<file path="src/rtl/regfile_wb_arbiter_if.sv">
// Signal bundle around the register-file write-port arbiter: WB stage, multicycle unit,
// decode-stage hazard query and the register file's single write port.
interface regfile_wb_arbiter_if;
  logic        wb_we;
  logic [4:0]  wb_rd;
  logic [31:0] wb_data;
  logic        mc_issue;
  logic [4:0]  mc_issue_rd;
  logic        mc_valid;
  logic [4:0]  mc_rd;
  logic [31:0] mc_data;
  logic        mc_ready;
  logic [4:0]  dec_rs1;
  logic [4:0]  dec_rs2;
  logic [4:0]  dec_rd;
  logic        stall;
  logic        pipe_hold;
  logic        rf_we;
  logic [4:0]  rf_a3;
  logic [31:0] rf_wd;
  logic [31:0] busy_mask;

  // master: the pipeline / multicycle side; slave: the arbiter
  modport master (
    output wb_we, wb_rd, wb_data,
    output mc_issue, mc_issue_rd, mc_valid, mc_rd, mc_data,
    output dec_rs1, dec_rs2, dec_rd,
    input  mc_ready, stall, pipe_hold, rf_we, rf_a3, rf_wd, busy_mask
  );

  modport slave (
    input  wb_we, wb_rd, wb_data,
    input  mc_issue, mc_issue_rd, mc_valid, mc_rd, mc_data,
    input  dec_rs1, dec_rs2, dec_rd,
    output mc_ready, stall, pipe_hold, rf_we, rf_a3, rf_wd, busy_mask
  );
endinterface

</file>
<file path="src/rtl/regfile_wb_arbiter.sv">
// Shares the register file write port between WB and a multicycle unit, with a 2-entry
// result buffer, a busy scoreboard for decode hazards and a starvation hold request.
module regfile_wb_arbiter #(
  parameter int unsigned STARVE_LIMIT = 4
) (
  input logic                 clk,
  input logic                 rst,
  regfile_wb_arbiter_if.slave bus
);
  localparam logic [3:0] LIMIT = STARVE_LIMIT[3:0];

  typedef struct packed {
    logic [4:0]  rd;
    logic [31:0] data;
  } entry_t;

  entry_t      buf_reg [2];
  logic        head_reg;
  logic [1:0]  count_reg;
  logic [3:0]  starve_reg;
  logic        hold_reg;
  logic [31:1] busy_reg;

  logic        empty;
  logic        full;
  logic        tail;
  entry_t      head_entry;
  logic        wb_win;
  logic        pop;
  logic        bypass;
  logic        accept;
  logic        push;
  logic        mc_write;
  logic [4:0]  mc_write_rd;
  logic [31:0] busy_mask_w;

  logic        head_next;
  logic [1:0]  count_next;
  logic [3:0]  starve_next;
  logic [31:1] busy_next;
  logic        rf_we_next;
  logic [4:0]  rf_a3_next;
  logic [31:0] rf_wd_next;
  logic        stall_next;

  assign empty      = (count_reg == 2'd0);
  assign full       = (count_reg == 2'd2);
  assign head_entry = buf_reg[head_reg];
  // Only pushed when not full, so the free slot is head (empty) or head^1 (one entry).
  assign tail       = head_reg ^ count_reg[0];

  // Strict priority: WB, then buffer head, then bypass of a fresh result.
  assign wb_win = bus.wb_we && (bus.wb_rd != 5'd0);
  assign pop    = !wb_win && !empty;
  assign bypass = !wb_win && empty && bus.mc_valid && (bus.mc_rd != 5'd0);
  assign accept = bus.mc_valid && !full;
  // x0 results are accepted but dropped on the floor.
  assign push   = accept && (bus.mc_rd != 5'd0) && !bypass;

  assign mc_write    = pop || bypass;
  assign mc_write_rd = pop ? head_entry.rd : bus.mc_rd;

  assign head_next  = pop ? ~head_reg : head_reg;
  assign count_next = count_reg + {1'b0, push} - {1'b0, pop};

  always_comb begin
    starve_next = 4'd0;
    if (!empty && !pop) begin
      starve_next = (starve_reg == 4'hF) ? starve_reg : starve_reg + 4'd1;
    end
  end

  // Set from an issue wins over a clear from a same-cycle mc-path write.
  genvar gi;
  generate
    for (gi = 1; gi < 32; gi++) begin : g_busy
      assign busy_next[gi] = (bus.mc_issue && (bus.mc_issue_rd == 5'(gi)))
                          || (busy_reg[gi] && !(mc_write && (mc_write_rd == 5'(gi))));
    end
  endgenerate

  assign busy_mask_w = {busy_reg, 1'b0};

  function automatic logic hazard(input logic [4:0] r, input logic [31:0] mask,
                                  input logic wr, input logic [4:0] wr_rd);
    return (r != 5'd0) && mask[r] && !(wr && (wr_rd == r));
  endfunction

  always_comb begin
    rf_we_next = 1'b0;
    rf_a3_next = 5'd0;
    rf_wd_next = 32'd0;
    stall_next = 1'b0;
    if (!rst) begin
      if (wb_win) begin
        rf_we_next = 1'b1;
        rf_a3_next = bus.wb_rd;
        rf_wd_next = bus.wb_data;
      end else if (pop) begin
        rf_we_next = 1'b1;
        rf_a3_next = head_entry.rd;
        rf_wd_next = head_entry.data;
      end else if (bypass) begin
        rf_we_next = 1'b1;
        rf_a3_next = bus.mc_rd;
        rf_wd_next = bus.mc_data;
      end
      // The register file forwards WD3, so a register written this cycle no longer stalls.
      stall_next = hazard(bus.dec_rs1, busy_mask_w, mc_write, mc_write_rd)
                 | hazard(bus.dec_rs2, busy_mask_w, mc_write, mc_write_rd)
                 | hazard(bus.dec_rd,  busy_mask_w, mc_write, mc_write_rd);
    end
  end

  always_ff @(posedge clk or posedge rst) begin
    if (rst) begin
      head_reg   <= 1'b0;
      count_reg  <= 2'd0;
      starve_reg <= 4'd0;
      hold_reg   <= 1'b0;
      busy_reg   <= '0;
    end else begin
      head_reg   <= head_next;
      count_reg  <= count_next;
      starve_reg <= starve_next;
      hold_reg   <= (starve_next >= LIMIT);
      busy_reg   <= busy_next;
    end
  end

  // Payload storage needs no reset: occupancy alone decides what is valid.
  always_ff @(posedge clk) begin
    if (push) begin
      buf_reg[tail] <= {bus.mc_rd, bus.mc_data};
    end
  end

  assign bus.mc_ready  = !full;
  assign bus.stall     = stall_next;
  assign bus.pipe_hold = hold_reg;
  assign bus.rf_we     = rf_we_next;
  assign bus.rf_a3     = rf_a3_next;
  assign bus.rf_wd     = rf_wd_next;
  assign bus.busy_mask = busy_mask_w;
endmodule

</file>
<file path="src/flat_wrapper.sv">
// flat-port wrapper written by rule: the top's interface ports become plain ports
module regfile_wb_arbiter_flat 
#(
  parameter int unsigned STARVE_LIMIT = 4
)
  (clk, rst, bus_wb_we, bus_wb_rd, bus_wb_data, bus_mc_issue, bus_mc_issue_rd, bus_mc_valid, bus_mc_rd, bus_mc_data, bus_dec_rs1, bus_dec_rs2, bus_dec_rd, bus_mc_ready, bus_stall, bus_pipe_hold, bus_rf_we, bus_rf_a3, bus_rf_wd, bus_busy_mask);
  regfile_wb_arbiter_if bus_i ();
  input logic clk;
  input logic rst;
  input wire logic [$bits(bus_i.wb_we)-1:0] bus_wb_we;
  input wire logic [$bits(bus_i.wb_rd)-1:0] bus_wb_rd;
  input wire logic [$bits(bus_i.wb_data)-1:0] bus_wb_data;
  input wire logic [$bits(bus_i.mc_issue)-1:0] bus_mc_issue;
  input wire logic [$bits(bus_i.mc_issue_rd)-1:0] bus_mc_issue_rd;
  input wire logic [$bits(bus_i.mc_valid)-1:0] bus_mc_valid;
  input wire logic [$bits(bus_i.mc_rd)-1:0] bus_mc_rd;
  input wire logic [$bits(bus_i.mc_data)-1:0] bus_mc_data;
  input wire logic [$bits(bus_i.dec_rs1)-1:0] bus_dec_rs1;
  input wire logic [$bits(bus_i.dec_rs2)-1:0] bus_dec_rs2;
  input wire logic [$bits(bus_i.dec_rd)-1:0] bus_dec_rd;
  output wire logic [$bits(bus_i.mc_ready)-1:0] bus_mc_ready;
  output wire logic [$bits(bus_i.stall)-1:0] bus_stall;
  output wire logic [$bits(bus_i.pipe_hold)-1:0] bus_pipe_hold;
  output wire logic [$bits(bus_i.rf_we)-1:0] bus_rf_we;
  output wire logic [$bits(bus_i.rf_a3)-1:0] bus_rf_a3;
  output wire logic [$bits(bus_i.rf_wd)-1:0] bus_rf_wd;
  output wire logic [$bits(bus_i.busy_mask)-1:0] bus_busy_mask;
  assign bus_i.wb_we = bus_wb_we;
  assign bus_i.wb_rd = bus_wb_rd;
  assign bus_i.wb_data = bus_wb_data;
  assign bus_i.mc_issue = bus_mc_issue;
  assign bus_i.mc_issue_rd = bus_mc_issue_rd;
  assign bus_i.mc_valid = bus_mc_valid;
  assign bus_i.mc_rd = bus_mc_rd;
  assign bus_i.mc_data = bus_mc_data;
  assign bus_i.dec_rs1 = bus_dec_rs1;
  assign bus_i.dec_rs2 = bus_dec_rs2;
  assign bus_i.dec_rd = bus_dec_rd;
  assign bus_mc_ready = bus_i.mc_ready;
  assign bus_stall = bus_i.stall;
  assign bus_pipe_hold = bus_i.pipe_hold;
  assign bus_rf_we = bus_i.rf_we;
  assign bus_rf_a3 = bus_i.rf_a3;
  assign bus_rf_wd = bus_i.rf_wd;
  assign bus_busy_mask = bus_i.busy_mask;
  regfile_wb_arbiter #(.STARVE_LIMIT(STARVE_LIMIT)) u_core (.clk(clk), .rst(rst), .bus(bus_i));
endmodule
</file>
<file path="config.mk">
export PLATFORM = sky130hd
export DESIGN_NAME = regfile_wb_arbiter_flat
export DESIGN_NICKNAME = d
export VERILOG_FILES = /design/src/rtl/regfile_wb_arbiter_if.sv /design/src/rtl/regfile_wb_arbiter.sv /design/src/flat_wrapper.sv
export SDC_FILE = /design/constraint.sdc
export NUM_CORES = 1
export LEC_CHECK = 0
export CORE_MARGIN = 4
export CORE_UTILIZATION = 45
export CTS_CLUSTER_DIAMETER = 50
export CTS_CLUSTER_SIZE = 14
export DETAILED_ROUTE_END_ITERATION = 7
export PLACE_DENSITY = 0.78
export SLEW_MARGIN = 15
export SYNTH_ARGS = -nofsm -noshare
export SYNTH_HDL_FRONTEND = slang
export SYNTH_SLANG_ARGS = --single-unit
</file>
<file path="constraint.sdc">
create_clock -name clk -period 3.55 [get_ports clk]
set_input_delay 0.71 -clock clk [delete_from_list [all_inputs] [get_ports clk]]
set_output_delay 0.71 -clock clk [all_outputs]
set_load 0.01 [all_outputs]
</file>
After elaboration in Yosys (flattened, before gate mapping)
Memories as Yosys holds them, arrays and structs flattened.
Index checks and enable logic that the tools add are counted.
Widths: inputs -> output; s select.
- add/subtract/negate cells: 3
- order comparisons: 4
- equal/unequal tests: 67
- muxes and demuxes: 24
- bitwise gates (word level): 4
- reduce and logical (&&, ||, !) cells: 188
- operator list (operator ; number):
    $eq 5x5->1 const B ; 32
    $mux 32 ; 4
    $logic_and 1x1->1 ; 111
    $eq 5x4->1 const B ; 16
    $eq 5x3->1 const B ; 8
    $logic_not 1->1 ; 39
    $logic_or 1x1->1 ; 32
    $mux 5 ; 5
    $reduce_bool 5->1 ; 5
    $eq 5x2->1 const B ; 4
    $lt 5x6->1 const B ; 3
    $bmux 1 s5 ; 3
    $eq 5x5->1 ; 3
    $eq 5x1->1 const B ; 2
    $mux 1 ; 10
    $mux 4 ; 2
    $add 4x1->4 const B ; 1
    $eq 4x4->1 const B ; 1
    $ge 4x3->1 const B ; 1
    $add 2x1->2 ; 1
    $eq 2x2->1 const B ; 1
    $logic_not 2->1 ; 1
    $or 1x1->1 ; 2
    $sub 2x1->2 ; 1
    other kinds (2) ; 2
- register bits: 39
- bits in writable memories: 74
- bits of input ports: 99
- word-level logic and storage cells: 296
- memories: 1
- memories (name ; depth ; width ; rd ports ; clocked after memory_dff ; write ports ; line ; text):
    u_core.buf_reg ; 2 ; 37 ; 1 ; 0 ; 1 ; regfile_wb_arbiter.sv:17 ; entry_t buf_reg [2];

Longest topological paths before layout
- depth in word-level cells: 13
- gate-level depth with buffers: 9

Least setup slack after synthesis
No wires, ideal clock.
- path type: input to register
- from: input port bus_mc_rd[4]
- to: memory u_core.buf_reg[1][0] (netlist bit), enable pin
- setup time: 0.435 ns
- data arrival time: 3.600 ns
- data required time: 3.115 ns
- path slack: -0.485 ns
- cell stages on the path: 5
- buffers on the path: 0
- cells stage by stage: or3_1 o31ai_1 nor3_2 or3b_1 nor2b_1
- word-level cells in the longest chain between the ends: 6
- elaborated cells on any way between the ends: 7
- ends and longest elaborated chain (what ; line ; text):
    start: declaration ; flat_wrapper.sv:16 ; input wire logic [$bits(bus_i.mc_rd)-1:0] bus_mc_rd;
    $reduce_bool 5->1 * ; regfile_wb_arbiter.sv:55, regfile_wb_arbiter.sv:58 ;
    $logic_and 1x1->1 ; regfile_wb_arbiter.sv:55 ; assign bypass = !wb_win && empty && bus.mc_valid && (bus.mc_rd != 5'd0);
    $logic_not 1->1 ; regfile_wb_arbiter.sv:58 ; assign push = accept && (bus.mc_rd != 5'd0) && !bypass;
    $logic_and 1x1->1 * ; regfile_wb_arbiter.sv:58 ;
    $mux 1 * ; regfile_wb_arbiter.sv:133 ; if (push) begin
    $mux 1 (not written as such) * ; regfile_wb_arbiter.sv:134 ; buf_reg[tail] <= {bus.mc_rd, bus.mc_data};
    end: declaration ; regfile_wb_arbiter.sv:17 ;
Mark *: on every way between the ends. The rest lies on a longest branch, timed or not.

Final worst setup path
- from: input port bus_mc_rd[0]
- to: output port bus_rf_wd[4]
- word-level cells in the longest chain between the ends: 6
- ends and longest elaborated chain (what ; line ; text):
    $reduce_bool 5->1 ; regfile_wb_arbiter.sv:55 ;
    $logic_and 1x1->1 ; regfile_wb_arbiter.sv:55 ;
    $mux 32 ; regfile_wb_arbiter.sv:103 ; end else if (bypass) begin
    $mux 32 ; regfile_wb_arbiter.sv:99 ; end else if (pop) begin
    $mux 32 ; regfile_wb_arbiter.sv:95 ; if (wb_win) begin
    $mux 32 ; regfile_wb_arbiter.sv:94 ; if (!rst) begin
    end: declaration ; flat_wrapper.sv:26 ; output wire logic [$bits(bus_i.rf_wd)-1:0] bus_rf_wd;
Every way passes these cells.

==> flow_metrics.py <==
metrics = {
    "cts": {
        "cts_buffers": 17,
        "numClockSinks": 113,
        "clkTransAtPathRegs_ns": 0.06,
        "ctsHtreeMaxLevel": 4,
        "worstSkewPairLatency_ns": 0.41,
        "cts_max_path_buffers": 2,
        "cts_tree": "done",
        "cts_root_buf": "clkbuf_16",
    },
    "synthesis": {
        "yosysSeqAreaShare_pct": 49.2,
        "yosysUniqueCellTypes": 64,
        "syn_inst": 570,
        "synth_nets": 672,
        "avgSynthCellArea_um2": 11.4,
        "synth_edf_count": 74,
        "synth_area_um2": 6500,
        "synth-main-ff-cell": "edfxtp_1",
        "synth-seq-cells": 113,
        "ys_warn_count": 0,
        "async_flop_share_pct": 34.5,
    },
    "worst_setup_path": {
        "worstSetupPathType": "input pin to output pin",
        "reg2reg_slack_ns": 1.01,
        "startpoint_type": "input pin",
        "endpoint_kind": "output pin",
        "rr_worst_depth": 8,
        "worstReg2RegStart": "u_core.count_reg[0]$_DFF_PP0_",
        "crit_fanout": 3,
        "arrival_ns": 2.79,
        "reg2reg_to": "u_core.busy_reg[12]$_DFF_PP0_",
        "cp.required_ns": 2.84,
    },
    "sta": {
        "period_share_pct": 98.7,
        "fin_worst_skew_ns": 0.0103,
        "period_minus_slack_ns": 3.50,
        "worst_slew_margin_rel_pct": 61.1,
        "slew_viol_final": 0,
        "setup_viol": 0,
        "max_freq_ghz": 0.285,
        "tightest_slew_ns": 0.568,
        "hold_viol_final": 0,
    },
    "hold_path": {
        "hold_depth": 2,
        "hold_class": "register to register",
        "worst_hold_startpoint": "u_core.busy_reg[9]$_DFF_PP0_",
        "min_to": "u_core.busy_reg[9]$_DFF_PP0_",
    },
    "finish": {
        "layout_common_cells": "clkdlybuf4s50_1 (120), buf_4 (83), edfxtp_1 (74)",
        "antenna_cells": 0,
        "synthToLayoutAreaGrowth_pct": 53.6,
        "nets": 929,
        "drive_above_1_share_pct": 25.2,
        "final_common_cell": "clkdlybuf4s50_1",
        "largest_register_ffs": 74,
        "utilization_pct": 71.4,
    },
    "route": {
        "drtPass1Iterations": 8,
        "drt_iter0_drc": 440,
        "routed_wl_um": 21600,
        "via_count": 6094,
        "ant_nets": 0,
        "drc": 0,
        "vias_per_cell": 5.97,
        "wire_per_inst_um": 21.2,
    },
    "global_routing": {
        "antenna_found_initial": 0,
        "grt_max_degree": 65,
        "grt_pass1_vias": 6409,
        "track_usage_pct": 26.6,
        "grt_pass1_wl_um": 33800,
        "grt.overflow.total": 0,
    },
    "placed_design": {
        "port_buffers": 170,
        "gp_congestion": 0.988,
        "place_hpwl_um": 15000,
    },
    "floorplanning": {
        "start_util_pct": 46.5,
        "die_w_um": 128,
        "die_area_um2": 16400,
        "fp.dieH_um": 128,
        "core_area_um2": 14000,
        "rows": 43,
        "ios": 172,
    },
    "power": {
        "p_leak_nw": 4.01,
        "ir_drop_mv": 0.493,
        "powerDensity_nw_per_um2": 755,
        "power_mw": 7.54,
    },
    "job": {
        "drv_cap": 0,
    },
    "outcome": {
        "status": "finished clean",
    },
}
[cells in the mapped netlist, drive strengths merged (3+ instances only)]
cell type	n	area share [%]
and2	3	0.29
a211oi	18	2.1
a31oi	4	0.62
nor4	4	0.38
o21ai	68	5.3
nor3	24	2.1
o22ai	3	0.38
mux4	24	8.5
nand2b	5	0.48
buf	15	1.4
xor2	3	0.40
xnor2	15	2.0
or2	3	0.33
nor2b	4	0.38
a2111oi	3	0.60
dfrtp	39	15
nand2	25	1.4
a21oi	22	1.7
inv	12	0.69
ha	3	0.58
nand3	16	1.2
nor2	60	3.5
edfxtp	74	34
clkbuf	18	1.0
mux2	10	1.7
mux2i	51	7.9
a221oi	17	2.3
[metal layers]
metal / vias to the layer above / part of all wire, % / global-route usage (%)
li1: 2726 / - / -
met1: 2930 / 38 / 32.1
met2: 378 / 49 / 44.3
met3: 60 / 8.7 / 6.92
met4: 0 / 3.7 / 12.5
met5: - / 0 / 0
[power breakdown]
| part | leakage [nW] | internal (mW) | switching, mW |
|---|---|---|---|
| Combinational | 2.54 | 1.69 | 1.66 |
| Sequential | 1.16 | 1.96 | 0.403 |
| Clock | 0.307 | 1.18 | 0.645 |
[layout make-up]
cell class	instances	area, um^2
clock inverters	15	209
multi-input cells	413	3330
repair buffers	270	2550
fillers	956	4000
flip-flops and latches	113	3200
clock buffers	17	425
well taps	180	225
inverters	12	45.0
[critical path: stages]
cell and delay [ns]:
clkdlybuf4s50_1 0.43, or3_4 0.42, o31ai_4 0.35, nor3_4 0.10, buf_4 0.16, a221oi_1 0.27, nor2_1 0.06, dlygate4sd2_1 0.29
[logic make-up after synthesis]
group / Yosys count / share of synthesized area (%)
AOI/OAI and AO/OA: 153 / 15.3
xor gates and xnor gates: 18 / 2.43
adders and majority gates: 3 / 0.578
buffers and inverters: 45 / 3.16
DFF: 113 / 49.2
muxes: 85 / 18.1
other: 1 / 0.0577
and+or+nand+nor: 152 / 11.2
[how the worst max path moves through the flow]
| stage | slack (ns) | to | start | depth (start not counted) |
|---|---|---|---|---|
| global placement | -0.57 | bus_stall | bus_wb_rd[4] | 11 |
| floorplan | 0.19 | u_core.buf_reg[1][0]$_DFFE_PP_ | bus_mc_rd[4] | 5 |
| global route | -0.04 | bus_rf_wd[1] | bus_mc_rd[0] | 8 |
| detailed placement | -0.68 | bus_rf_wd[12] | bus_wb_rd[4] | 8 |
| CTS | -0.03 | bus_rf_wd[26] | bus_mc_rd[0] | 8 |
| finish | 0.05 | bus_rf_wd[4] | bus_mc_rd[0] | 8 |
[metrics by stage]
stage	hold slack [ns]	setup TNS (ns)	cells	instance area [um^2]	setup WS, ns
2_1_floorplan	0.518	0	570	6500	0.195
3_3_place_gp	0.568	-14.70	964	8920	-0.568
3_5_place_dp	0.566	-17.36	964	8920	-0.683
4_1_cts	0.583	-0.0324	1016	9870	-0.0324
5_1_grt	0.647	-0.147	1020	9980	-0.0421
6_report	0.598	0	1020	9980	0.0451
[timing repair]
action                     in CTS  in global routing
setup buffers                  16                  4
hold buffers                    0                  0
gates cloned                    4                  0
pin swaps                      13                 11
gates resized for setup        88                 26
setup endpoints to repair      39                 14
Note: power is estimated with default switching activity, not from simulation.
